<file path="config.mk">
export PLATFORM = sky130hd
export DESIGN_NAME = seg_scan_blink
export DESIGN_NICKNAME = d
export VERILOG_FILES = /design/src/rtl/seg_scan_blink.sv
export SDC_FILE = /design/constraint.sdc
export NUM_CORES = 1
export LEC_CHECK = 0
export ABC_CLOCK_PERIOD_IN_PS = 2200
export BUFFER_PORTS_ARGS = -buffer_cell sky130_fd_sc_hd__buf_2
export CORE_MARGIN = 2
export CORE_UTILIZATION = 25
export CTS_CLUSTER_SIZE = 24
export DETAILED_ROUTE_END_ITERATION = 8
export HOLD_SLACK_MARGIN = 0.02
export MAX_ROUTING_LAYER = met4
export SYNTH_ARGS = -nofsm -noshare
export SYNTH_HDL_FRONTEND = slang
export SYNTH_SLANG_ARGS = --single-unit
export TNS_END_PERCENT = 100
</file>
<file path="constraint.sdc">
create_clock -name clk -period 2.2 [get_ports clk]
set_input_delay 0.22 -clock clk [delete_from_list [all_inputs] [get_ports clk]]
set_output_delay 0.22 -clock clk [all_outputs]
set_load 0.05 [all_outputs]
</file>
<file path="src/rtl/seg_scan_blink.sv">
// Eight-digit multiplexed seven-segment driver with frame-synchronous shadow
// registers and per-digit blinking. All outputs are active-low and registered.
module seg_scan_blink #(
    parameter int unsigned SCAN_TICKS   = 100000,
    parameter int unsigned BLINK_FRAMES = 64
) (
    input  logic        clk,
    input  logic        rst,
    input  logic        en,
    input  logic [31:0] data,
    input  logic [7:0]  blink,
    input  logic [7:0]  dp,
    output logic [7:0]  AN,
    output logic [7:0]  SEG
);

    localparam int unsigned PW     = (SCAN_TICKS > 1) ? $clog2(SCAN_TICKS) : 1;
    localparam logic [PW-1:0] P_LAST = PW'(SCAN_TICKS - 1);
    localparam logic [7:0]    F_LAST = 8'(BLINK_FRAMES - 1);

    logic [PW-1:0] p_q, p_d;
    logic [2:0]    idx_q, idx_d;
    logic [7:0]    f_q, f_d;
    logic          ph_q, ph_d;

    logic [31:0]   sh_data_q, sh_data_d;
    logic [7:0]    sh_blink_q, sh_blink_d;
    logic [7:0]    sh_dp_q, sh_dp_d;

    logic [7:0]    an_q, an_d;
    logic [7:0]    seg_q, seg_d;

    logic          scan_wrap;
    logic          frame_end;
    logic          dark;
    logic [3:0]    nib;
    logic [6:0]    seg7;

    // Scan timing: prescaler, digit index, frame counter and blink phase.
    always_comb begin
        scan_wrap = (p_q == P_LAST);
        frame_end = scan_wrap && (idx_q == 3'd7);

        p_d   = scan_wrap ? '0 : p_q + 1'b1;
        idx_d = scan_wrap ? idx_q + 3'd1 : idx_q;

        f_d  = f_q;
        ph_d = ph_q;
        if (frame_end) begin
            if (f_q == F_LAST) begin
                f_d  = 8'd0;
                ph_d = ~ph_q;
            end else begin
                f_d = f_q + 8'd1;
            end
        end
    end

    // Shadows only move at frame end so a frame never mixes old and new data.
    always_comb begin
        sh_data_d  = sh_data_q;
        sh_blink_d = sh_blink_q;
        sh_dp_d    = sh_dp_q;
        if (frame_end) begin
            sh_data_d  = data;
            sh_blink_d = blink;
            sh_dp_d    = dp;
        end
    end

    always_comb begin
        nib = sh_data_q[{idx_q, 2'b00} +: 4];
        unique case (nib)
            4'h0:    seg7 = 7'h40;
            4'h1:    seg7 = 7'h79;
            4'h2:    seg7 = 7'h24;
            4'h3:    seg7 = 7'h30;
            4'h4:    seg7 = 7'h19;
            4'h5:    seg7 = 7'h12;
            4'h6:    seg7 = 7'h02;
            4'h7:    seg7 = 7'h78;
            4'h8:    seg7 = 7'h00;
            4'h9:    seg7 = 7'h10;
            4'hA:    seg7 = 7'h08;
            4'hB:    seg7 = 7'h03;
            4'hC:    seg7 = 7'h46;
            4'hD:    seg7 = 7'h21;
            4'hE:    seg7 = 7'h06;
            default: seg7 = 7'h0E;
        endcase
    end

    // Outputs are computed from the pre-edge state, giving one cycle of latency.
    always_comb begin
        dark = !en || (ph_q && sh_blink_q[idx_q]);
        if (dark) begin
            an_d  = 8'hFF;
            seg_d = 8'hFF;
        end else begin
            an_d  = ~(8'd1 << idx_q);
            seg_d = {~sh_dp_q[idx_q], seg7};
        end
    end

    always_ff @(posedge clk) begin
        if (rst) begin
            p_q        <= '0;
            idx_q      <= 3'd0;
            f_q        <= 8'd0;
            ph_q       <= 1'b0;
            sh_data_q  <= 32'd0;
            sh_blink_q <= 8'd0;
            sh_dp_q    <= 8'd0;
            an_q       <= 8'hFF;
            seg_q      <= 8'hFF;
        end else begin
            p_q        <= p_d;
            idx_q      <= idx_d;
            f_q        <= f_d;
            ph_q       <= ph_d;
            sh_data_q  <= sh_data_d;
            sh_blink_q <= sh_blink_d;
            sh_dp_q    <= sh_dp_d;
            an_q       <= an_d;
            seg_q      <= seg_d;
        end
    end

    assign AN  = an_q;
    assign SEG = seg_q;

endmodule

</file>
==> metrics list <==
- Setup violations remaining at the end of the flow were counted as 0.
- In the routed design, unresolved DRC markers number 0.
- For this configuration, the core starts out at a cell density of 0.255.
- Transition time of the tightest slew-check pin: 0.529 ns
* Commonest non-fill, non-tap cells in the layout: 120 x nand2_1, 91 x dfxtp_1, 66 x buf_2
* Final GP Congestion: 0.885
* Area of the mapped netlist: 4030 µm²
- Summed over all layers, the global routing overflow is 0.
- The worst path needs 2.06 ns of the cycle, external delays included.
- Flip-flop and latch count after synthesis: 93
* Insertion delay to the later sink of the worst-skew pair: 0.35 ns
- The die covers 17200 µm².
- Entering global routing, the biggest net connects 52 pins.
* Hold path startpoint: blink[7]
- Summing internal, switching and leakage power gives 3.30 mW.
* Type of destination of the critical path: flop
* Max Slew Vio Count: 0
- Cell Int Power: 2.53 mW
- Fraction of power consumed by combinational cells: 0.038
- Of the cells placed in the final design, the portion with a size suffix greater than 1 is 0.239.
- Number of cells traversed by the worst register-to-register path: 7
- Total length of routed wires: 9500 µm
* Drt wl/cell: 12.6 µm
- CTS saw 93 sinks.
* Bufs on Longest Clock Path: 2
* Instance area at placement: 4680 µm²
* Chain of cells forming the critical path: ha_2 -> and4_1 -> and4b_4 -> nand4_2 -> buf_4 -> or3_1 -> a21oi_1
- Maximum operating frequency: 0.487 GHz
- The worst hold path belongs to the class primary input to flop.
* Kind of cell adding the most delay to the critical path: simple AND/OR/NAND/NOR gates
- Of the total power, the clock network draws 0.447.
- Counting tap cells, the placed design contains a total of 737 instances.
- Required time of the critical path: 2.47 ns
- Pleak: 1.79 nW
- Post-DP HPWL: 6960 µm
* Worst setup slack for register-to-register paths: 0.14 ns
* Count of non-filler cells in the finished layout: 752
- The tool flagged a number of max-cap violations equal to 0.
- Yosys mapped a number of flops with a built-in enable equal to 0.
- Number of nets in the layout: 596
- Endpoint of the lowest-slack register-to-register path: f_q[3]
- Setup CP Type: flop to flop
- The most used flip-flop cell after synthesis is dfxtp_1.
- Of the total power, the share spent switching nets is 0.235.
* Synthesized area per cell: 8.73 µm²
- Measured along the y axis, the die boundary spans 131 µm.
* Via count of the first global-routing pass: 3247
- In the global route stage, overall resource usage came out at 0.121.
* Count of unique library cells instantiated by Yosys: 47
- The worst hold path was traced through 3 stages.
* Master cell of the clock root buffer: clkbuf_16
* Data arrival time of the worst path: 2.33 ns
* Most common library cell in the layout ignoring fill and taps: nand2_1
* First-pass GRT wire length: 15700 µm
- The worst pin sits at a relative slew slack of 0.648.
- Input and output buffers added on the ports amount to 66.
* Worst-case hold path end point: sh_blink_q[7]
- FP Rows: 46
- In the synthesized netlist, the number of instances is 462.
- Setup repair after global routing left no endpoint under its margin.
- Share of the cycle needed by the critical path after routing: 0.934
- Across the VDD grid, the largest voltage drop is 0.358 mV.
* Hold Fails Final Rpt: 0
* Ys async rst share: 0
- Post-CTS timing repair inserted 0 buffers for setup.
* Count of hold buffers inserted by post-cts repair: 0
* Area Growth Syn to Fin: 23.4%
* Cell with the biggest individual delay on the critical path: dfxtp_1
- Using the TritonRoute via totals, the vias-per-cell ratio works out to 4.38.
- The repair_antennas step left the layout with diodes totalling 0.
* Post-synthesis sequential area ratio: 0.462
- Synth warnings: 0
- Detailed-router iteration count before antenna repair: 4
* Startpoint of the worst-slack reg-to-reg timing path: p_q[0]
- CP Max Fanout: 9
- Relative contribution of sequential cells to total power: 0.515
* Antenna Nets Post-Route: 0
- Net switching power figure: 0.776 mW
* Number of design-rule violations left by the first detailed-router iteration: 194
* Width of the die: 131 µm
* Number of buffers and inverters on the critical path: 1
- Layout Cell Area excl Fill: 4980 µm²
* Number of antenna violations at the first check in global routing: 0
- Setup TNS after final layout: 0 ns
- The clock arrives with 0.0112 ns of skew.
- The worst setup path is launched from a flop.
- Summing over every cut layer, the via total after detailed routing is 3290.
- The flow ran to the end, and the final reports show no timing, DRC or antenna violations.
- Multi-input gate area in the final layout: 2020 µm²
- In this run, CTS created clock tree buffers numbering 9.
- Total core area: 15800 µm²
- The number of nets handed over by synthesis was 526.
- Hold timing on the final database bottoms out at a slack of 0.101 ns.
* Combined flip-flop and latch cell area: 1870 µm²
- Depth of the CTS H-tree: 3
* Largest stage delay, worst path: 0.38 ns
* Clock transition at path regs: 0.07 ns
* Number of inserted filler cells in the final layout: 1667
* CTS tree: built
- For this design the top-level I/O count stands at 67.
- Power density over the cells: 663 nW/µm²
[metal layers]
layer | vias to the layer above | track usage | share of wire
li1 | 1708 | - | -
met1 | 1511 | 0.157 | 0.48
met2 | 59 | 0.192 | 0.47
met3 | 12 | 0.0244 | 0.037
met4 | 0 | 0.0369 | 0.014
met5 | - | - | 0
[synthesized netlist by cell type (2+ instances only)]
| library cell | instances | area [µm²] |
|---|---|---|
| a211oi_1 | 3 | 22.5 |
| a21oi_1 | 63 | 315 |
| and2_1 | 3 | 18.8 |
| and3_1 | 5 | 31.3 |
| buf_2 | 7 | 35.0 |
| buf_4 | 4 | 30.0 |
| buf_6 | 2 | 22.5 |
| clkbuf_1 | 12 | 45.0 |
| dfxtp_1 | 93 | 1860 |
| ha_1 | 13 | 163 |
| inv_1 | 9 | 33.8 |
| mux2_2 | 5 | 56.3 |
| mux2i_1 | 3 | 30.0 |
| mux4_2 | 10 | 225 |
| nand2_1 | 120 | 450 |
| nand2b_1 | 3 | 18.8 |
| nand3_1 | 13 | 65.1 |
| nand4_1 | 4 | 25.0 |
| nor2_1 | 28 | 105 |
| nor3_1 | 5 | 25.0 |
| o21ai_0 | 8 | 40.0 |
| o221ai_1 | 4 | 35.0 |
| or3_1 | 6 | 37.5 |
| or4_1 | 2 | 15.0 |
| xnor2_1 | 7 | 61.3 |
| xor2_1 | 9 | 78.8 |
[kinds of logic after synthesis]
kind of cell	synth area share
simple gates	0.214
xor+xnor	0.0347
buf+inv	0.0434
mux	0.0828
flops	0.462
compound gates	0.123
fa+ha+maj	0.0403
[power by group through the flow]
stage / clock, mW / sequential [mW] / combinational, mW
2_1_floorplan: 0 / 1.76 / 0.0391
4_1_cts: 1.52 / 1.70 / 0.126
6_report: 1.48 / 1.70 / 0.125
3_3_place_gp: 0 / 1.74 / 0.125
3_5_place_dp: 0 / 1.74 / 0.126
5_1_grt: 1.58 / 1.70 / 0.138
[area by class of cell]
cell class,instances,area share
multi-input cells,333,0.406
flip-flops and latches,93,0.375
repair buffers,85,0.100
well taps,216,0.0543
clock buffers,9,0.0452
clock inverters,6,0.0121
inverters,10,0.00754
[registers in the layout (all words and copies together), names as in the netlist]
name        flops
idx_q           3
sh_blink_q      8
SEG             8
sh_dp_q         8
ph_q            1
f_q             8
sh_data_q      32
AN              8
p_q            17
[repair_timing]
item,CTS,global route
cloned,0,0
endpoints found under the setup margin,5,5
resized for setup,1,6
[per-stage QoR]
stage	utilization	setup slack, ns
after floorplan	-	0.0111
after global placement	0.296	0.00853
after detailed placement	0.296	-0.0666
after CTS	0.314	0.0397
after global routing	0.315	0.00641
final	0.315	0.145
[tightest hold or removal path: cells and delay by family]
family / cells / cell delay, ns
buffers and inverters: 1 / 0.10
AOI/OAI and AO/OA: 1 / 0.05
and+or+nand+nor: 1 / 0.04
[worst max-delay path by stage]
stage	endpoint	slack, ns	depth (start not counted)	start
6_report	f_q[3]	0.14	7	p_q[0]
4_1_cts	SEG[3]	0.04	7	idx_q[0]
3_3_place_gp	SEG[3]	0.009	7	idx_q[0]
5_1_grt	f_q[3]	0.006	7	p_q[0]
2_1_floorplan	SEG[3]	0.01	10	idx_q[0]
3_5_place_dp	SEG[3]	-0.07	7	idx_q[0]
(Power assumes the default switching activity.)
